<file path="src/rtl/eng_pipe_sched.sv">
// eng_pipe_sched: multi-context pipeline scheduler.
//
// Keeps a small state machine and a PC per hardware context, picks READY
// contexts round-robin into a single issue register towards the fa stage,
// and retires / re-arms contexts when the ca stage returns a commit.
//
// Ports
//   clk, rst                   single clock, synchronous active-high reset
//   i_start_vld/ctx/pc         start an IDLE context at the given PC
//   i_kill_vld/ctx             kill a context (READY->IDLE, ISSUE/INFLIGHT->KILLED)
//   o_fa_vld/ctx/pc, i_fa_rdy  issue handshake towards the fa stage
//   i_ca_vld/ctx/pc/halt       commit return from the ca stage
//   o_busy_cnt, o_idle         registered count of non-IDLE contexts / all idle
//   o_err                      one-cycle pulse on an illegal start or commit
//   dbg_ctx_state              packed per-context state, 3 bits per context
//
// Handshake: o_fa_vld/o_fa_ctx/o_fa_pc form one transfer that completes on
// any edge where o_fa_vld && i_fa_rdy. Once o_fa_vld is high, the payload
// and o_fa_vld stay unchanged until that edge. o_fa_vld does not depend
// combinationally on i_fa_rdy.
module eng_pipe_sched #(
    parameter int N_CTX = 4,
    parameter int PC_W  = 16
) (
    input  logic                       clk,
    input  logic                       rst,
    input  logic                       i_start_vld,
    input  logic [$clog2(N_CTX)-1:0]   i_start_ctx,
    input  logic [PC_W-1:0]            i_start_pc,
    input  logic                       i_kill_vld,
    input  logic [$clog2(N_CTX)-1:0]   i_kill_ctx,
    output logic                       o_fa_vld,
    input  logic                       i_fa_rdy,
    output logic [$clog2(N_CTX)-1:0]   o_fa_ctx,
    output logic [PC_W-1:0]            o_fa_pc,
    input  logic                       i_ca_vld,
    input  logic [$clog2(N_CTX)-1:0]   i_ca_ctx,
    input  logic [PC_W-1:0]            i_ca_pc,
    input  logic                       i_ca_halt,
    output logic [$clog2(N_CTX):0]     o_busy_cnt,
    output logic                       o_idle,
    output logic                       o_err,
    output logic [N_CTX*3-1:0]         dbg_ctx_state
);

    localparam int CW = $clog2(N_CTX);

    localparam logic [2:0] ST_IDLE     = 3'd0;
    localparam logic [2:0] ST_READY    = 3'd1;
    localparam logic [2:0] ST_ISSUE    = 3'd2;
    localparam logic [2:0] ST_INFLIGHT = 3'd3;
    localparam logic [2:0] ST_KILLED   = 3'd4;

    logic [2:0]      state_q [N_CTX];
    logic [2:0]      state_d [N_CTX];
    logic [PC_W-1:0] pc_q    [N_CTX];
    logic [PC_W-1:0] pc_d    [N_CTX];
    logic [CW-1:0]   rr_q;

    logic            fa_vld_q;
    logic [CW-1:0]   fa_ctx_q;
    logic [PC_W-1:0] fa_pc_q;
    logic [CW:0]     busy_q;
    logic            idle_q;
    logic            err_q;

    logic [N_CTX-1:0] cand;
    logic             grant_vld;
    logic [CW-1:0]    grant_ctx;
    logic [CW-1:0]    idx;
    logic             load_op;
    logic             accept;
    logic             issue_load;
    logic             start_err;
    logic             ca_err;
    logic [CW:0]      busy_d;

    assign load_op    = !fa_vld_q || i_fa_rdy;
    assign accept     = fa_vld_q && i_fa_rdy;
    assign issue_load = load_op && grant_vld;

    // Round-robin pick. A READY context being killed this cycle is not a
    // candidate, so a kill never races with its own issue. The loop runs
    // from the far end towards rr_q so the closest candidate is written last.
    always_comb begin
        cand      = '0;
        grant_vld = 1'b0;
        grant_ctx = '0;
        idx       = '0;
        for (int i = 0; i < N_CTX; i++) begin
            cand[i] = (state_q[i] == ST_READY) &&
                      !(i_kill_vld && (i_kill_ctx == CW'(i)));
        end
        for (int k = N_CTX - 1; k >= 0; k--) begin
            idx = rr_q + CW'(k);
            if (cand[idx]) begin
                grant_vld = 1'b1;
                grant_ctx = idx;
            end
        end
    end

    // Per-context next state. A kill on a context overrides every other
    // event on that context (including start and commit); the remaining
    // events are mutually exclusive by the state they require.
    always_comb begin
        start_err = 1'b0;
        ca_err    = 1'b0;
        busy_d    = '0;
        for (int i = 0; i < N_CTX; i++) begin
            state_d[i] = state_q[i];
            pc_d[i]    = pc_q[i];
            if (i_kill_vld && (i_kill_ctx == CW'(i))) begin
                if (i_ca_vld && (i_ca_ctx == CW'(i))) begin
                    state_d[i] = ST_IDLE;
                end else begin
                    case (state_q[i])
                        ST_READY:    state_d[i] = ST_IDLE;
                        ST_ISSUE:    state_d[i] = ST_KILLED;
                        ST_INFLIGHT: state_d[i] = ST_KILLED;
                        default:     state_d[i] = state_q[i];
                    endcase
                end
            end else begin
                if (i_start_vld && (i_start_ctx == CW'(i))) begin
                    if (state_q[i] == ST_IDLE) begin
                        state_d[i] = ST_READY;
                        pc_d[i]    = i_start_pc;
                    end else begin
                        start_err = 1'b1;
                    end
                end
                if (i_ca_vld && (i_ca_ctx == CW'(i))) begin
                    case (state_q[i])
                        ST_INFLIGHT: begin
                            if (i_ca_halt) begin
                                state_d[i] = ST_IDLE;
                            end else begin
                                state_d[i] = ST_READY;
                                pc_d[i]    = i_ca_pc;
                            end
                        end
                        ST_KILLED: state_d[i] = ST_IDLE;
                        default:   ca_err = 1'b1;
                    endcase
                end
                if (accept && (fa_ctx_q == CW'(i)) && (state_q[i] == ST_ISSUE)) begin
                    state_d[i] = ST_INFLIGHT;
                end
                if (issue_load && (grant_ctx == CW'(i))) begin
                    state_d[i] = ST_ISSUE;
                end
            end
            if (state_d[i] != ST_IDLE) begin
                busy_d = busy_d + {{CW{1'b0}}, 1'b1};
            end
        end
    end

    always_ff @(posedge clk) begin
        if (rst) begin
            for (int i = 0; i < N_CTX; i++) begin
                state_q[i] <= ST_IDLE;
                pc_q[i]    <= '0;
            end
            rr_q     <= '0;
            fa_vld_q <= 1'b0;
            fa_ctx_q <= '0;
            fa_pc_q  <= '0;
            busy_q   <= '0;
            idle_q   <= 1'b1;
            err_q    <= 1'b0;
        end else begin
            for (int i = 0; i < N_CTX; i++) begin
                state_q[i] <= state_d[i];
                pc_q[i]    <= pc_d[i];
            end
            if (load_op) begin
                fa_vld_q <= grant_vld;
                if (grant_vld) begin
                    fa_ctx_q <= grant_ctx;
                    fa_pc_q  <= pc_q[grant_ctx];
                end
            end
            if (issue_load) begin
                rr_q <= grant_ctx + CW'(1);
            end
            // Counting the next state keeps the registered count aligned
            // with the state vector it describes.
            busy_q <= busy_d;
            idle_q <= (busy_d == '0);
            err_q  <= start_err | ca_err;
        end
    end

    always_comb begin
        dbg_ctx_state = '0;
        for (int i = 0; i < N_CTX; i++) begin
            dbg_ctx_state[i*3 +: 3] = state_q[i];
        end
    end

    assign o_fa_vld   = fa_vld_q;
    assign o_fa_ctx   = fa_ctx_q;
    assign o_fa_pc    = fa_pc_q;
    assign o_busy_cnt = busy_q;
    assign o_idle     = idle_q;
    assign o_err      = err_q;

endmodule

</file>
<file path="config.mk">
export PLATFORM = sky130hd
export DESIGN_NAME = eng_pipe_sched
export DESIGN_NICKNAME = d
export VERILOG_FILES = /design/src/rtl/eng_pipe_sched.sv
export SDC_FILE = /design/constraint.sdc
export NUM_CORES = 1
export LEC_CHECK = 0
export ABC_CLOCK_PERIOD_IN_PS = 3760
export CORE_ASPECT_RATIO = 1.2
export CORE_MARGIN = 4
export CORE_UTILIZATION = 45
export CTS_BUF_LIST = sky130_fd_sc_hd__clkbuf_8
export CTS_CLUSTER_SIZE = 40
export DETAILED_ROUTE_END_ITERATION = 8
export PLACE_DENSITY = 0.7
export SLEW_MARGIN = 20
export SYNTH_ARGS = -nofsm -noshare
export SYNTH_HDL_FRONTEND = slang
export SYNTH_SLANG_ARGS = --single-unit
</file>
<file path="constraint.sdc">
create_clock -name clk -period 3.76 [get_ports clk]
set_input_delay 0.564 -clock clk [delete_from_list [all_inputs] [get_ports clk]]
set_output_delay 0.564 -clock clk [all_outputs]
set_load 0.02 [all_outputs]
</file>
# --- After elaboration in Yosys (flattened, before gate mapping) ---
# Memories as Yosys holds them, arrays and structs flattened. A register that Yosys moved wholly into a read port is not among the register bits.
# Cells that the tools add are included.
totals:
  ff_bits: 10
  ram_bits: 76
  inputBits: 45
  output_inout_bits: 36
  n_memories: 2
mem_list:
  columns: ["memory", "depth", "word_bits", "rd", "rd_clocked_by_memory_dff", "write_ports", "line", "source"]
  rows:
  - ["pc_q", 4, 16, 5, 1, 4, "56", "logic [PC_W-1:0] pc_q [N_CTX];"]
  - ["state_q", 4, 3, 4, 0, 4, "54", "logic [2:0] state_q [N_CTX];"]
op_classes:
  n_addsub: 7
  order_cmp: 4
  eq_ne: 31
  mux: 116
  n_bitwise: 9
  n_reduce_logical: 59
ops:
  columns: ["cell", "count"]
  rows:
  - ["$mux W16", 28]
  - ["$mux W3", 35]
  - ["$pmux W3 S2", 8]
  - ["$mux W1", 37]
  - ["$logic_and A1 B1 Y1", 30]
  - ["$eq A3 B2 Y1 const B", 8]
  - ["$eq A2 B2 Y1 const B", 10]
  - ["$reduce_or A2 Y1", 8]
  - ["$logic_not A3 Y1", 5]
  - ["$eq A3 B1 Y1 const B", 4]
  - ["$eq A3 B3 Y1 const B", 4]
  - ["$lt A2 B3 Y1 const B", 4]
  - ["$reduce_bool A3 Y1", 4]
  - ["$eq A2 B1 Y1 const B", 5]
  - ["$logic_not A2 Y1", 5]
  - ["$add A3 B1 Y3 const B", 3]
  - ["$or A1 B1 Y1", 9]
  - ["$bmux W1 S2", 4]
  - ["$mux W2", 4]
  - ["$logic_not A1 Y1", 5]
  - ["$add A2 B1 Y2 const B", 2]
  - ["$add A2 B2 Y2 const B", 2]
  - ["$reduce_and A2 Y1", 1]
  - ["$logic_or A1 B1 Y1", 1]

# --- Depth between registers and ports, before layout ---
depth:
  word_depth: 23
  depth_mapped: 16
  ltp_nobuf: 14

# --- Least setup slack after synthesis ---
# Ideal clock, no wire load.
synth_timing:
  kind: "input to register"
  startpoint: "input i_kill_ctx[1]"
  endpoint: "register busy_q[1] (netlist: o_busy_cnt[1])"
  setup_time_ns: 0.122
  arrival_time_ns: 3.373
  required_time_ns: 3.638
  slack_ns: 0.265
  stages: 14
  path_buffers: 1
  path_cell_list: "or3b_1 -> and2_4 -> a21o_1 -> a311o_1 -> buf_2 -> nand3_1 -> o211a_1 -> ha_1 -> inv_1 -> a311oi_1 -> a211oi_2 -> ha_1 -> or2_2 -> o311a_1"
synth_between:
  elab_chain_cells: 22
  word_cells_on_any_way: 60
synth_lines:
  columns: ["element", "line", "source"]
  rows:
  - ["start, declared", "31", "input logic [$clog2(N_CTX)-1:0] i_kill_ctx,"]
  - ["$eq A2 B1 Y1, or another cell as far along", "92, 113", null]
  - ["$logic_and A1 B1 Y1", "92, 113", null]
  - ["$logic_not A1 Y1", "92", "!(i_kill_vld && (i_kill_ctx == CW'(i)));"]
  - ["$logic_and A1 B1 Y1", "91", "cand[i] = (state_q[i] == ST_READY) &&"]
  - ["$bmux W1 S2", "96", "if (cand[idx]) begin"]
  - ["$mux W1 (implied by the code)", "96", null]
  - ["$mux W2 / $mux W1 (equally long branches) (4 in a row)", "96", null]
  - ["$logic_not A2 Y1 / $logic_and A1 B1 Y1 (equally long branches)", "150, 80", null]
  - ["[... 3 more ...]", null, null]
  - ["$reduce_bool A3 Y1", "154", "if (state_d[i] != ST_IDLE) begin"]
  - ["$mux W1", "154", null]
  - ["$add A3 B1 Y3", "155", "busy_d = busy_d + {{CW{1'b0}}, 1'b1};"]
  - ["$mux W3", "154", null]
  - ["$add A3 B1 Y3", "155", null]
  - ["$mux W3", "154", null]
  - ["$add A3 B1 Y3", "155", null]
  - ["$mux W3 *", "154", null]
  - ["end signal, assigned", "190", "busy_q <= busy_d;"]
  - ["end, declared", "63", "logic [CW:0] busy_q;"]
# Every way passes the cells marked *; elsewhere a longest branch is shown, timed or not. The select of a mux whose other input is x is not followed.
# A chain may end at the register's enable or synchronous reset.

# --- Final worst setup path ---
layout_timing:
  startpoint: "input i_kill_vld"
  endpoint: "register busy_q[1] (netlist: o_busy_cnt[1])"
layout_between:
  elab_chain_cells: 21
  word_cells_on_any_way: 56
layout_lines:
  columns: ["element", "line", "source"]
  rows:
  - ["start, declared", "30", "input logic i_kill_vld,"]
  - ["$logic_and A1 B1 Y1", "92, 113", null]
  - ["$logic_not A1 Y1", "92", null]
  - ["$logic_and A1 B1 Y1", "91", null]
  - ["$bmux W1 S2", "96", null]
  - ["$mux W1 (implied by the code)", "96", null]
  - ["$mux W2 / $mux W1 (equally long branches) (4 in a row)", "96", null]
  - ["$logic_not A2 Y1 / $logic_and A1 B1 Y1 (equally long branches)", "150, 80", null]
  - ["$logic_and A1 B1 Y1", "150", "if (issue_load && (grant_ctx == CW'(i))) begin"]
  - ["[... 2 more ...]", null, null]
  - ["$reduce_bool A3 Y1", "154", null]
  - ["$mux W1", "154", null]
  - ["$add A3 B1 Y3", "155", null]
  - ["$mux W3", "154", null]
  - ["$add A3 B1 Y3", "155", null]
  - ["$mux W3", "154", null]
  - ["$add A3 B1 Y3", "155", null]
  - ["$mux W3 *", "154", null]
# Marked as above.

==> impl_metrics.sql <==
INSERT INTO impl_metrics (metric_group, metric, value, unit) VALUES
('floorplanning', 'core-area', '0.0122', 'mm²'),
('floorplanning', 'floorplan.initialDensity', '46.5', '%'),
('power_and_ir_drop', 'clkPwrFrac', '22.1', '%'),
('yosys', 'async_flop_share', '0', '%'),
('setup_path', 'worst_path_max_delay_cell', 'sky130_fd_sc_hd__clkdlybuf4s50_1', ''),
('grt', 'grt_max_degree', '90', ''),
('setup_path', 'crit_chain', 'clkdlybuf4s50_1 > or3b_1 > buf_4 > nand2_1 > a21oi_1 > a311o_1 > nand3_1 > o211a_1 > ha_1 > inv_1 > nor3_2 > a211oi_2 > ha_1 > or2_2 > o311a_1', ''),
('power_and_ir_drop', 'share_comb_of_total_power', '40.1', '%'),
('cells_and_area', 'syn_to_final_growth', '26.4', '%'),
('run', 'timing.max_cap.violations', '0', ''),
('power_and_ir_drop', 'share_seq_of_total_power', '37.8', '%'),
('timing', 'finalCriticalPeriod', '3.66', 'ns'),
('clock_tree', 'tritoncts.num_buffers', '9', ''),
('detailed_routing', 'route.layer.met1.wl', '7.97', 'mm'),
('cells_and_area', 'finalCoreUtilization', '58.8', '%'),
('yosys', 'synth_cell_types', '66', ''),
('power_and_ir_drop', 'leakage', '2.58', 'nW'),
('floorplanning', 'num_rows', '44', ''),
('floorplanning', 'floorplan_die_width', '111', 'µm'),
('yosys', 'synth_top_cell_area_share', '35.9', '%'),
('clock_tree', 'clock_sink_count', '102', ''),
('power_and_ir_drop', 'p_sw', '1.24', 'mW'),
('yosys', 'syn_nets', '727', ''),
('detailed_routing', 'wl_met2', '8.96', 'mm'),
('setup_path', 'path_max_fanout', '5', ''),
('clock_tree', 'cts_max_level', '3', ''),
('detailed_routing', 'first_iter_violations', '495', ''),
('detailed_routing', 'via_per_inst', '6.33', ''),
('clock_tree', 'worstSkewPairLatency', '0.38', 'ns'),
('yosys', 'synth_fa_ha_area_share', '0.660', '%'),
('clock_tree', 'clk_pin_slew', '0.10', 'ns'),
('yosys', 'yosys-mux-area-fraction', '3.17', '%'),
('timing', 'setup_violators_final', '0', ''),
('detailed_routing', 'route.top_layer_used', 'met4', ''),
('yosys', 'synth-compound-area-share', '36.4', '%'),
('yosys', 'edff_count_synth', '0', ''),
('power_and_ir_drop', 'fin_total_pwr', '3.49', 'mW'),
('yosys', 'synthesized_netlist_cell_count', '679', ''),
('detailed_routing', 'drtPass1Iterations', '7', ''),
('clock_tree', 'cts_root_buffer', 'sky130_fd_sc_hd__clkbuf_8', ''),
('yosys', 'netlist_top_cells_area', 'sky130_fd_sc_hd__dfxtp_1 36%, sky130_fd_sc_hd__o22ai_1 7.2%, sky130_fd_sc_hd__a211oi_1 6.1%', ''),
('timing', 'maxSlewHeadroom', '31.5', '%'),
('setup_path', 'timing.critical_path.slowest_cell_delay', '0.47', 'ns'),
('yosys', 'yosys_most_used_dff', 'sky130_fd_sc_hd__dfxtp_1', ''),
('power_and_ir_drop', 'vdd_drop_max', '343', 'µV'),
('floorplanning', 'io_pins', '81', ''),
('detailed_routing', 'drc', '0', ''),
('grt', 'grt_pass1_vias', '5865', ''),
('timing', 'finalWorstSetupSlack', '0.0992', 'ns'),
('run_status', 'outcome', 'finished, final reports clean', ''),
('setup_path', 'cp_data_required_time', '4.04', 'ns'),
('yosys', 'post-synth-top-area-cell', 'sky130_fd_sc_hd__dfxtp_1', ''),
('place', 'io_buffers', '80', ''),
('setup_path', 'crit_type', 'in -> reg', ''),
('setup_path', 'critical_path.startpoint_type', 'primary input', ''),
('floorplanning', 'dieArea', '0.0145', 'mm²'),
('clock_tree', 'max-clock-path-buffers', '2', ''),
('power_and_ir_drop', 'power.share.switching', '35.6', '%'),
('setup_path', 'end_kind', 'flip-flop', ''),
('place', 'dp.final_hpwl', '12.3', 'mm'),
('power_and_ir_drop', 'p_per_area', '486', 'mW/mm²'),
('detailed_routing', 'wl_met3', '1.32', 'mm'),
('detailed_routing', 'detail-route-antenna-nets', '0', ''),
('setup_path', 'crit_path_frequent_cell', 'sky130_fd_sc_hd__ha_1', ''),
('power_and_ir_drop', 'internal_power', '2.25', 'mW'),
('grt', 'all_layer_gr_usage', '25.0', '%'),
('detailed_routing', 'num_vias', '5980', ''),
('yosys', 'ys_ff_latch', '102', ''),
('yosys', 'post_synth.cell_area_avg', '8.37', 'µm²'),
('cells_and_area', 'antenna_cells', '0', ''),
('yosys', 'synth_area', '0.00569', 'mm²');
==> area by class of cell <==
cell class	count	area [µm²]
tap	161	201
inverter	25	93.8
clock inverter	3	41.3
timing repair buffer	148	1310
clock buffer	13	179
sequential	102	2040
multi-input combinational	492	3320
fill	1103	5030
==> path summary, 6_finish.rpt <==
kind	cells after the start	slack (ns)	from	end
min	2	0.50	pc_q[1][4]	pc_q[1][4]
min reg2reg	2	0.50	pc_q[1][4]	pc_q[1][4]
max	15	0.1	i_kill_vld	o_busy_cnt[1]
max reg2reg	13	0.25	state_q[3][1]	o_busy_cnt[1]
==> critical path: cells and delay by family <==
| family | cells | cell delay [ns] |
|---|---|---|
| AND/OR/NAND/NOR | 5 | 1.01 |
| adder cells (fa/ha/maj) | 2 | 0.55 |
| buffers and inverters | 3 | 0.78 |
| AO/OA/AOI/OAI | 5 | 1.04 |
==> Yosys cell counts (2+ instances only) <==
| master | instances |
|---|---|
| sky130_fd_sc_hd__a221oi_1 | 2 |
| sky130_fd_sc_hd__a221o_1 | 20 |
| sky130_fd_sc_hd__nor3b_1 | 5 |
| sky130_fd_sc_hd__nor2_1 | 86 |
| sky130_fd_sc_hd__inv_1 | 25 |
| sky130_fd_sc_hd__o22ai_1 | 65 |
| sky130_fd_sc_hd__nand4_1 | 4 |
| sky130_fd_sc_hd__a211oi_2 | 21 |
| sky130_fd_sc_hd__a311oi_1 | 2 |
| sky130_fd_sc_hd__and2_1 | 3 |
| sky130_fd_sc_hd__a31oi_1 | 5 |
| sky130_fd_sc_hd__buf_6 | 4 |
| sky130_fd_sc_hd__nand2b_1 | 3 |
| sky130_fd_sc_hd__and3_1 | 9 |
| sky130_fd_sc_hd__a41oi_1 | 2 |
| sky130_fd_sc_hd__nand3_1 | 5 |
| sky130_fd_sc_hd__a31o_2 | 2 |
| sky130_fd_sc_hd__nor4b_1 | 3 |
| sky130_fd_sc_hd__dfxtp_1 | 102 |
| sky130_fd_sc_hd__and3b_1 | 5 |
| sky130_fd_sc_hd__or3b_1 | 3 |
| sky130_fd_sc_hd__nor2b_1 | 3 |
| sky130_fd_sc_hd__a21o_1 | 2 |
| sky130_fd_sc_hd__a21oi_4 | 2 |
| sky130_fd_sc_hd__nand3b_1 | 8 |
| sky130_fd_sc_hd__a21oi_1 | 43 |
| sky130_fd_sc_hd__or2_2 | 2 |
| sky130_fd_sc_hd__o221ai_1 | 2 |
| sky130_fd_sc_hd__a21oi_2 | 3 |
| sky130_fd_sc_hd__clkbuf_1 | 37 |
| sky130_fd_sc_hd__o2bb2ai_1 | 18 |
| sky130_fd_sc_hd__buf_2 | 15 |
| sky130_fd_sc_hd__buf_4 | 2 |
| sky130_fd_sc_hd__mux2i_1 | 18 |
| sky130_fd_sc_hd__o21ai_0 | 18 |
| sky130_fd_sc_hd__ha_1 | 3 |
| sky130_fd_sc_hd__a311o_1 | 2 |
| sky130_fd_sc_hd__buf_1 | 2 |
| sky130_fd_sc_hd__a211oi_1 | 46 |
| sky130_fd_sc_hd__o211ai_1 | 5 |
| sky130_fd_sc_hd__o21a_1 | 3 |
| sky130_fd_sc_hd__nor3_1 | 6 |
| sky130_fd_sc_hd__or3_1 | 2 |
| sky130_fd_sc_hd__nand2_1 | 39 |
==> power groups by stage <==
stage                     clock network (mW)  registers, mW  logic (mW)
after CTS                              0.773           1.32        1.35
after detailed placement                   0           1.34        1.34
final                                  0.771           1.32        1.40
after global placement                     0           1.33        1.31
after global routing                   0.816           1.34        1.51
after floorplan                            0           1.41       0.736
==> cell usage in the layout (no fill, tap or decap), types with 3 or more instances in the layout <==
master | Yosys | routed
sky130_fd_sc_hd__dfxtp_1 | 102 | 102
sky130_fd_sc_hd__nor2_1 | 86 | 86
sky130_fd_sc_hd__clkdlybuf4s50_1 | 0 | 78
sky130_fd_sc_hd__buf_4 | 2 | 69
sky130_fd_sc_hd__o22ai_1 | 65 | 65
sky130_fd_sc_hd__a211oi_1 | 46 | 46
sky130_fd_sc_hd__a21oi_1 | 43 | 42
sky130_fd_sc_hd__nand2_1 | 39 | 39
sky130_fd_sc_hd__inv_1 | 25 | 26
sky130_fd_sc_hd__a211oi_2 | 21 | 21
sky130_fd_sc_hd__a221o_1 | 20 | 20
sky130_fd_sc_hd__o2bb2ai_1 | 18 | 18
sky130_fd_sc_hd__o21ai_0 | 18 | 18
sky130_fd_sc_hd__mux2i_1 | 18 | 18
sky130_fd_sc_hd__clkbuf_8 | 0 | 13
sky130_fd_sc_hd__and3_1 | 9 | 9
sky130_fd_sc_hd__nand3b_1 | 8 | 8
sky130_fd_sc_hd__nor3b_1 | 5 | 5
sky130_fd_sc_hd__nand3_1 | 5 | 5
sky130_fd_sc_hd__and3b_1 | 5 | 5
sky130_fd_sc_hd__o211ai_1 | 5 | 5
sky130_fd_sc_hd__a31oi_1 | 5 | 5
sky130_fd_sc_hd__nor3_1 | 6 | 5
sky130_fd_sc_hd__a21oi_2 | 3 | 4
sky130_fd_sc_hd__nand4_1 | 4 | 4
sky130_fd_sc_hd__or3b_1 | 3 | 3
sky130_fd_sc_hd__and2_1 | 3 | 3
sky130_fd_sc_hd__nand2b_1 | 3 | 3
sky130_fd_sc_hd__nor2b_1 | 3 | 3
sky130_fd_sc_hd__o21a_1 | 3 | 3
sky130_fd_sc_hd__ha_1 | 3 | 3
==> kinds of logic (layout without fill, tap and decap cells) <==
kind of cell               Yosys count  in the layout
AOI/OAI and AO/OA                  274            274
xor gates and xnor gates             1              1
adders and majority gates            3              3
buffers and inverters               85            189
DFF                                102            102
muxes                               18             18
and+or+nand+nor                    196            196
==> flip-flops by register name, indices dropped and copies added, names as in the netlist <==
| register | count |
|---|---|
| state_q | 12 |
| o_fa_pc | 16 |
| o_busy_cnt | 3 |
| o_err | 1 |
| o_fa_vld | 1 |
| o_idle | 1 |
| o_fa_ctx | 2 |
| rr_q | 2 |
| pc_q | 64 |
==> stage by stage <==
| stage | setup TNS, ns | std cells | hold slack [ns] | area [µm²] |
|---|---|---|---|---|
| floorplan | 0 | 679 | 0.477 | 5690 |
| global placement | -0.383 | 926 | 0.487 | 6900 |
| detailed placement | -0.911 | 926 | 0.493 | 6900 |
| CTS | 0 | 942 | 0.506 | 7120 |
| global route | -0.0225 | 944 | 0.520 | 7190 |
| finish | 0 | 944 | 0.504 | 7190 |
==> metal layers <==
layer  vias to the layer above  GRT usage, %
met1                      2855          32.1
met3                        52          4.46
met2                       279          41.3
met5                         -             0
li1                       2794             -
met4                         0          10.9
==> what timing repair did <==
action | 4_1_cts | 5_1_grt
hold buffers | 0 | 0
buffers inserted | 0 | 2
gates resized for setup | 0 | 10
endpoints found under the setup margin | 0 | 4
Note: power is estimated with default switching activity, not from simulation.
